<file path="config.mk">
export PLATFORM = sky130hd
export DESIGN_NAME = gbt_rx_link_supervisor
export DESIGN_NICKNAME = d
export VERILOG_FILES = /design/src/rtl/gbt_rx_link_supervisor_pkg.sv /design/src/rtl/gbt_rx_link_supervisor_sat_counter.sv /design/src/rtl/gbt_rx_link_supervisor.sv
export SDC_FILE = /design/constraint.sdc
export NUM_CORES = 1
export LEC_CHECK = 0
export ABC_AREA = 1
export ABC_CLOCK_PERIOD_IN_PS = 4500
export BUFFER_PORTS_ARGS = -buffer_cell sky130_fd_sc_hd__clkbuf_2
export CAP_MARGIN = 20
export CORE_MARGIN = 3
export CORE_UTILIZATION = 50
export CTS_CLUSTER_DIAMETER = 150
export DETAILED_ROUTE_END_ITERATION = 8
export HOLD_SLACK_MARGIN = 0.02
export PLACE_DENSITY = 0.83
export SLEW_MARGIN = 20
export SYNTH_ARGS = -nofsm -noshare
export SYNTH_HDL_FRONTEND = slang
export SYNTH_SLANG_ARGS = --single-unit
</file>
<file path="constraint.sdc">
create_clock -name ClkRs_ix -period 4.5 [get_ports ClkRs_ix]
set_input_delay 0.9 -clock ClkRs_ix [delete_from_list [all_inputs] [get_ports ClkRs_ix]]
set_output_delay 0.9 -clock ClkRs_ix [all_outputs]
set_load 0.005 [all_outputs]
</file>
<file path="src/rtl/gbt_rx_link_supervisor_pkg.sv">
// Shared types and constants for the GBT RX link supervisor.
// The GBT_RX_PATTERN_CHECK_EN build option is handled in the top file.
package MCPkg;

  typedef struct packed {
    logic clk;
    logic reset;
  } ckrs_t;

  // The encoding is visible on state_o, so it must not change.
  typedef enum logic [1:0] {
    ST_DOWN     = 2'd0,
    ST_ACQUIRE  = 2'd1,
    ST_LOCKED   = 2'd2,
    ST_DEGRADED = 2'd3
  } sup_state_e;

  localparam int LOCK_FRAMES_DEF   = 64;
  localparam int UNLOCK_ERRORS_DEF = 4;

  // Position and width of motor_data_b64 inside the received frame
  localparam int MOTOR_DATA_OFS = 0;
  localparam int MOTOR_DATA_W   = 64;

endpackage

</file>
<file path="src/rtl/gbt_rx_link_supervisor_sat_counter.sv">
// Statistics counter: clear has priority over increment; optional saturation at all-ones.
module gbt_rx_sat_counter #(
  parameter int W        = 16,
  parameter bit SATURATE = 1'b1
) (
  input  logic         clk,
  input  logic         rst,
  input  logic         clr_i,
  input  logic         inc_i,
  output logic [W-1:0] cnt_o
);

  logic [W-1:0] cnt_q;
  logic [W-1:0] cnt_d;

  always_comb begin
    cnt_d = cnt_q;
    if (clr_i) begin
      cnt_d = '0;
    end else if (inc_i && !(SATURATE && (cnt_q == '1))) begin
      cnt_d = cnt_q + 1'b1;
    end
  end

  always_ff @(posedge clk or posedge rst) begin
    if (rst) begin
      cnt_q <= '0;
    end else begin
      cnt_q <= cnt_d;
    end
  end

  assign cnt_o = cnt_q;

endmodule

</file>
<file path="src/rtl/gbt_rx_link_supervisor.sv">
// Link lock supervisor for the received GBT frame stream: qualifies frames, forwards them while
// the link is up and keeps link statistics. Optional motor-data pattern checker: GBT_RX_PATTERN_CHECK_EN.
module gbt_rx_link_supervisor
  import MCPkg::*;
#(
  parameter int LOCK_FRAMES   = LOCK_FRAMES_DEF,
  parameter int UNLOCK_ERRORS = UNLOCK_ERRORS_DEF,
  parameter int FRAME_W       = 84
) (
  input  ckrs_t              ClkRs_ix,
  input  logic               sfp_los_i,
  input  logic               rx_ready_i,
  input  logic               rx_valid_i,
  input  logic               rx_header_ok_i,
  input  logic [FRAME_W-1:0] rx_frame_ib,
  input  logic               clear_stats_i,
  output logic               link_up_o,
  output logic [1:0]         state_o,
  output logic               frame_valid_o,
  output logic [FRAME_W-1:0] frame_ob,
  output logic [15:0]        err_cnt_ob,
  output logic [31:0]        frame_cnt_ob,
  output logic [7:0]         relock_cnt_ob
`ifdef GBT_RX_PATTERN_CHECK_EN
  ,
  output logic [15:0]        pattern_err_cnt_ob
`endif
);

  localparam logic [7:0] LOCK_CMP   = 8'(LOCK_FRAMES);
  localparam logic [3:0] UNLOCK_CMP = 4'(UNLOCK_ERRORS);

  logic clk;
  logic rst;
  assign clk = ClkRs_ix.clk;
  assign rst = ClkRs_ix.reset;

  sup_state_e         state_q, state_d;
  logic [7:0]         good_run_q, good_run_d;
  logic [3:0]         bad_run_q, bad_run_d;
  logic               link_up_q, link_up_d;
  logic               frame_valid_q, frame_valid_d;
  logic [FRAME_W-1:0] frame_q, frame_d;
  logic               good, bad, fwd, err_inc, relock_inc;

  assign good = rx_valid_i & rx_header_ok_i;
  assign bad  = rx_valid_i & ~rx_header_ok_i;

  always_comb begin
    state_d    = state_q;
    good_run_d = good_run_q;
    bad_run_d  = bad_run_q;
    fwd        = 1'b0;
    err_inc    = 1'b0;
    relock_inc = 1'b0;
    // Losing the optical signal or GBT ready overrides everything, frames included.
    if (sfp_los_i || !rx_ready_i) begin
      state_d    = ST_DOWN;
      good_run_d = '0;
      bad_run_d  = '0;
    end else begin
      case (state_q)
        ST_DOWN: begin
          state_d = ST_ACQUIRE;
        end
        ST_ACQUIRE: begin
          if (good) begin
            if (good_run_q + 8'd1 == LOCK_CMP) begin
              state_d    = ST_LOCKED;
              good_run_d = '0;
            end else begin
              good_run_d = good_run_q + 8'd1;
            end
          end else if (bad) begin
            good_run_d = '0;
            err_inc    = 1'b1;
          end
        end
        ST_LOCKED: begin
          if (good) begin
            fwd = 1'b1;
          end else if (bad) begin
            err_inc = 1'b1;
            if (UNLOCK_CMP == 4'd1) begin
              state_d    = ST_ACQUIRE;
              relock_inc = 1'b1;
              bad_run_d  = '0;
            end else begin
              state_d   = ST_DEGRADED;
              bad_run_d = 4'd1;
            end
          end
        end
        default: begin
          if (good) begin
            fwd       = 1'b1;
            bad_run_d = '0;
            state_d   = ST_LOCKED;
          end else if (bad) begin
            err_inc = 1'b1;
            if (bad_run_q + 4'd1 == UNLOCK_CMP) begin
              state_d    = ST_ACQUIRE;
              relock_inc = 1'b1;
              bad_run_d  = '0;
            end else begin
              bad_run_d = bad_run_q + 4'd1;
            end
          end
        end
      endcase
    end
    link_up_d     = (state_d == ST_LOCKED) || (state_d == ST_DEGRADED);
    frame_valid_d = fwd;
    frame_d       = fwd ? rx_frame_ib : frame_q;
  end

  always_ff @(posedge clk or posedge rst) begin
    if (rst) begin
      state_q       <= ST_DOWN;
      good_run_q    <= '0;
      bad_run_q     <= '0;
      link_up_q     <= 1'b0;
      frame_valid_q <= 1'b0;
      frame_q       <= '0;
    end else begin
      state_q       <= state_d;
      good_run_q    <= good_run_d;
      bad_run_q     <= bad_run_d;
      link_up_q     <= link_up_d;
      frame_valid_q <= frame_valid_d;
      frame_q       <= frame_d;
    end
  end

  assign link_up_o     = link_up_q;
  assign state_o       = state_q;
  assign frame_valid_o = frame_valid_q;
  assign frame_ob      = frame_q;

  gbt_rx_sat_counter #(.W(16), .SATURATE(1'b1)) u_err_cnt (
    .clk(clk), .rst(rst), .clr_i(clear_stats_i), .inc_i(err_inc), .cnt_o(err_cnt_ob)
  );

  gbt_rx_sat_counter #(.W(32), .SATURATE(1'b0)) u_frame_cnt (
    .clk(clk), .rst(rst), .clr_i(clear_stats_i), .inc_i(fwd), .cnt_o(frame_cnt_ob)
  );

  gbt_rx_sat_counter #(.W(8), .SATURATE(1'b1)) u_relock_cnt (
    .clk(clk), .rst(rst), .clr_i(clear_stats_i), .inc_i(relock_inc), .cnt_o(relock_cnt_ob)
  );

`ifdef GBT_RX_PATTERN_CHECK_EN
  logic [MOTOR_DATA_W-1:0] motor_data_b64;
  logic                    pat_seeded_q, pat_seeded_d;
  logic [31:0]             pat_prev_q, pat_prev_d;
  logic                    pat_err;

  assign motor_data_b64 = rx_frame_ib[MOTOR_DATA_OFS +: MOTOR_DATA_W];

  // The reference is dropped whenever the link is not up, so the first frame after locking only seeds it.
  always_comb begin
    pat_seeded_d = pat_seeded_q;
    pat_prev_d   = pat_prev_q;
    pat_err      = 1'b0;
    if ((state_q != ST_LOCKED) && (state_q != ST_DEGRADED)) begin
      pat_seeded_d = 1'b0;
    end else if (fwd) begin
      pat_seeded_d = 1'b1;
      pat_prev_d   = motor_data_b64[31:0];
      if (pat_seeded_q && ((motor_data_b64[63:32] != motor_data_b64[31:0]) ||
                           (motor_data_b64[31:0] != pat_prev_q + 32'd1))) begin
        pat_err = 1'b1;
      end
    end
  end

  always_ff @(posedge clk or posedge rst) begin
    if (rst) begin
      pat_seeded_q <= 1'b0;
      pat_prev_q   <= '0;
    end else begin
      pat_seeded_q <= pat_seeded_d;
      pat_prev_q   <= pat_prev_d;
    end
  end

  gbt_rx_sat_counter #(.W(16), .SATURATE(1'b1)) u_pattern_err_cnt (
    .clk(clk), .rst(rst), .clr_i(clear_stats_i), .inc_i(pat_err), .cnt_o(pattern_err_cnt_ob)
  );
`endif

endmodule

</file>
==> results.tsv <==
metric	value	unit
status	completed	
Power, Total	6.617	mW
WHS Path Cells	2	
total track usage	0.3222	
worst stage delay on the critical path	550	ps
ys flop type	dfrtp_1	
Clock Skew	7.955	ps
Slew Limit Fails	0	
TritonCTS clock tree	done	
post-synthesis async set-or-reset flop share	1.000	
drt drc	0	
flops & latches, synth	156	
Finish-stage setup viols	0	
chip width	129.4	µm
met2 wire length	13.25	mm
clock period minus worst slack	2257	ps
Final Hold Fails	0	
hold crit path type	reg2reg	
min-delay src	frame_ob[10]	
Avg Cell Area, Syn	7.464	µm²
DP HPWL	14.84	mm
Worst-path clk slew	70	ps
Leak	5.636	nW
post-route clock period utilization	0.5014	
largest net degree at the start of global routing	85	
top-count cell post-synth	nand2_1	
PostCTS Resize Cnt	0	
Least-Margin Pin Slew	1072	ps
FF/Latch Area	3904	µm²
Worst-Skew Late Latency	430	ps
Yosys warning total	0	
post-CTS setup buffer count	0	
Nets	1516	
via count	8803	
post-synthesis cell count	1020	
antenna cells	0	
Iteration-0 DRC Markers	792	
synth top area cells	dfrtp_1 (51%), nand2_1 (22%), nor2_1 (5.4%), nand3_1 (4.4%), inv_1 (3.6%)	
wire per inst	15.90	µm
largest area contributor in the netlist	dfrtp_1	
top sig layer	met4	
Port Buf Inserts	233	
initial antenna violation count	0	
Most common cell on crit path	nand2_1	
final WL	25.93	mm
First-pass DRT Iterations	5	
FF-to-FF Start	state_o[1]	
utilization after layout	0.7828	
RSZ-0062 raised after global routing	no	
die span in y	129.4	µm
PD cells	575.1	nW/µm²
Metal-1 WL	9.283	mm
Syn Nets	1117	
MaxCap Viol Count	0	
post-synth design cell area	7614	µm²
Setup TNS Final	0	ps
Commonest cells post-synth	nand2_1 (450), dfrtp_1 (156), nor2_1 (110)	
Reg2Reg Capture Point	frame_ob[73]	
# rows	44	
Critical Path Source Type	input port	
R2R Setup Slk	2250	ps
synthesis-to-finish area growth	51.13	%
GP Congestion	0.9207	
first-pass GRT wire length	41.49	mm
crit path max fanout	56	
Die ar.	16740	µm²
Fillers	908	
area of the multi-input gates	3307	µm²
Antenna Violating Nets Remaining	0	
total congestion overflow	0	
met3 WL	2.287	mm
starting density of the core	0.5180	
Peak Freq	443.2	MHz
crit-path cells	clkbuf_2 -> inv_1 -> nand2_1 -> nor3_4 -> buf_4 -> buf_4 -> nand2_1 -> nand2_1	
Cell variety after synth	35	
fraction of layout cells with a size suffix above 1	0.3255	
Reg2Reg Depth	6	
slowest stage cell, crit path	buf_4	
vias per cell	5.397	
Req. time, crit path	4860	ps
Max IR drop VDD	0.0004289	V
vias in the first global route	9568	
number of synthesized flops with an enable pin	0	
Max-slew headroom	0.2842	
critical path class	in2reg	
Hold-fix buffers, CTS	0	
I/O pin total	235	
post-synthesis sequential area ratio	0.5127	
Arr. time, crit path	2620	ps
core area	14700	µm²
Synth top area share	0.5127	
Crit. End Element	flip-flop	
worst hold endpoint	frame_ob[10]	
[worst max path at each step]
stage                     cells after the start  slack, ps                    end        start
after CTS                                     8       2290           frame_ob[54]    sfp_los_i
after global placement                        1        280           bad_run_q[0]  ClkRs_ix[0]
after detailed placement                      1        280           bad_run_q[0]  ClkRs_ix[0]
after global routing                          8       2070  u_frame_cnt.cnt_o[24]    sfp_los_i
after floorplan                               1        280           bad_run_q[0]  ClkRs_ix[0]
final                                         8       2240           frame_ob[73]    sfp_los_i
[sequential cells by signal, indices dropped and copies added, names as in the netlist]
signal              count
u_frame_cnt.cnt_o      32
u_err_cnt.cnt_o        16
frame_ob               84
link_up_o               1
u_relock_cnt.cnt_o      8
good_run_q              8
frame_valid_o           1
state_o                 2
bad_run_q               4
[layout make-up]
class,instances,share of cell area
clock buffer,37,0.07666
multi-input combinational,759,0.2874
clock inverter,183,0.1481
timing repair buffer,237,0.1040
inverter,75,0.02458
sequential,156,0.3393
tap,184,0.02001
[worst max-delay path, delay by kind of cell]
family | cells | cell delay (ps)
buffers and inverters | 4 | 1100
AND/OR/NAND/NOR | 4 | 580
[report_power, final]
| group | internal, mW | switching (mW) | total, mW |
|---|---|---|---|
| combinational | 0.0521 | 0.0622 | 0.114 |
| clock | 2.20 | 2.90 | 5.10 |
| sequential | 1.39 | 0.0122 | 1.40 |
[stage by stage]
stage / hold slack, ps / instance area [µm²] / std cells / setup WS [ps]
floorplan: 472.4 / 7617 / 1020 / 277.1
global placement: 461.6 / 8927 / 1412 / 277.1
detailed placement: 463.9 / 8927 / 1412 / 277.1
CTS: 483.8 / 11510 / 1631 / 2288
global route: 501.9 / 11510 / 1631 / 2070
finish: 479.8 / 11510 / 1631 / 2243
[layer usage]
metal	global-route usage	vias to the layer above
met5	0	-
met4	0.2847	0
met3	0.1789	118
met2	0.4790	550
met1	0.3232	4107
li1	-	4028
[cells by family (layout without fill, tap and decap cells)]
kind of cell / Yosys count / in the layout / share of synthesized area
buf+inv: 105 / 532 / 0.05456
flops: 156 / 156 / 0.5127
compound gates: 67 / 67 / 0.04963
fa+ha+maj: 6 / 6 / 0.009860
xor+xnor: 9 / 9 / 0.01035
simple gates: 677 / 677 / 0.3629
[cell usage in the layout, fill, tap and decap left out, drive strengths merged]
| cell | instances |
|---|---|
| a211oi | 1 |
| a21oi | 16 |
| a31o | 2 |
| a31oi | 3 |
| a32o | 1 |
| buf | 4 |
| bufinv | 2 |
| clkbuf | 270 |
| clkinv | 15 |
| clkinvlp | 159 |
| dfrtp | 156 |
| ha | 6 |
| inv | 82 |
| nand2 | 452 |
| nand3 | 67 |
| nand3b | 1 |
| nand4 | 32 |
| nor2 | 112 |
| nor3 | 9 |
| nor3b | 1 |
| o211ai | 1 |
| o21ai | 38 |
| o21bai | 2 |
| o22ai | 2 |
| o31ai | 1 |
| or2 | 3 |
| xnor2 | 1 |
| xor2 | 8 |
Note: power is estimated with default switching activity, not from simulation.
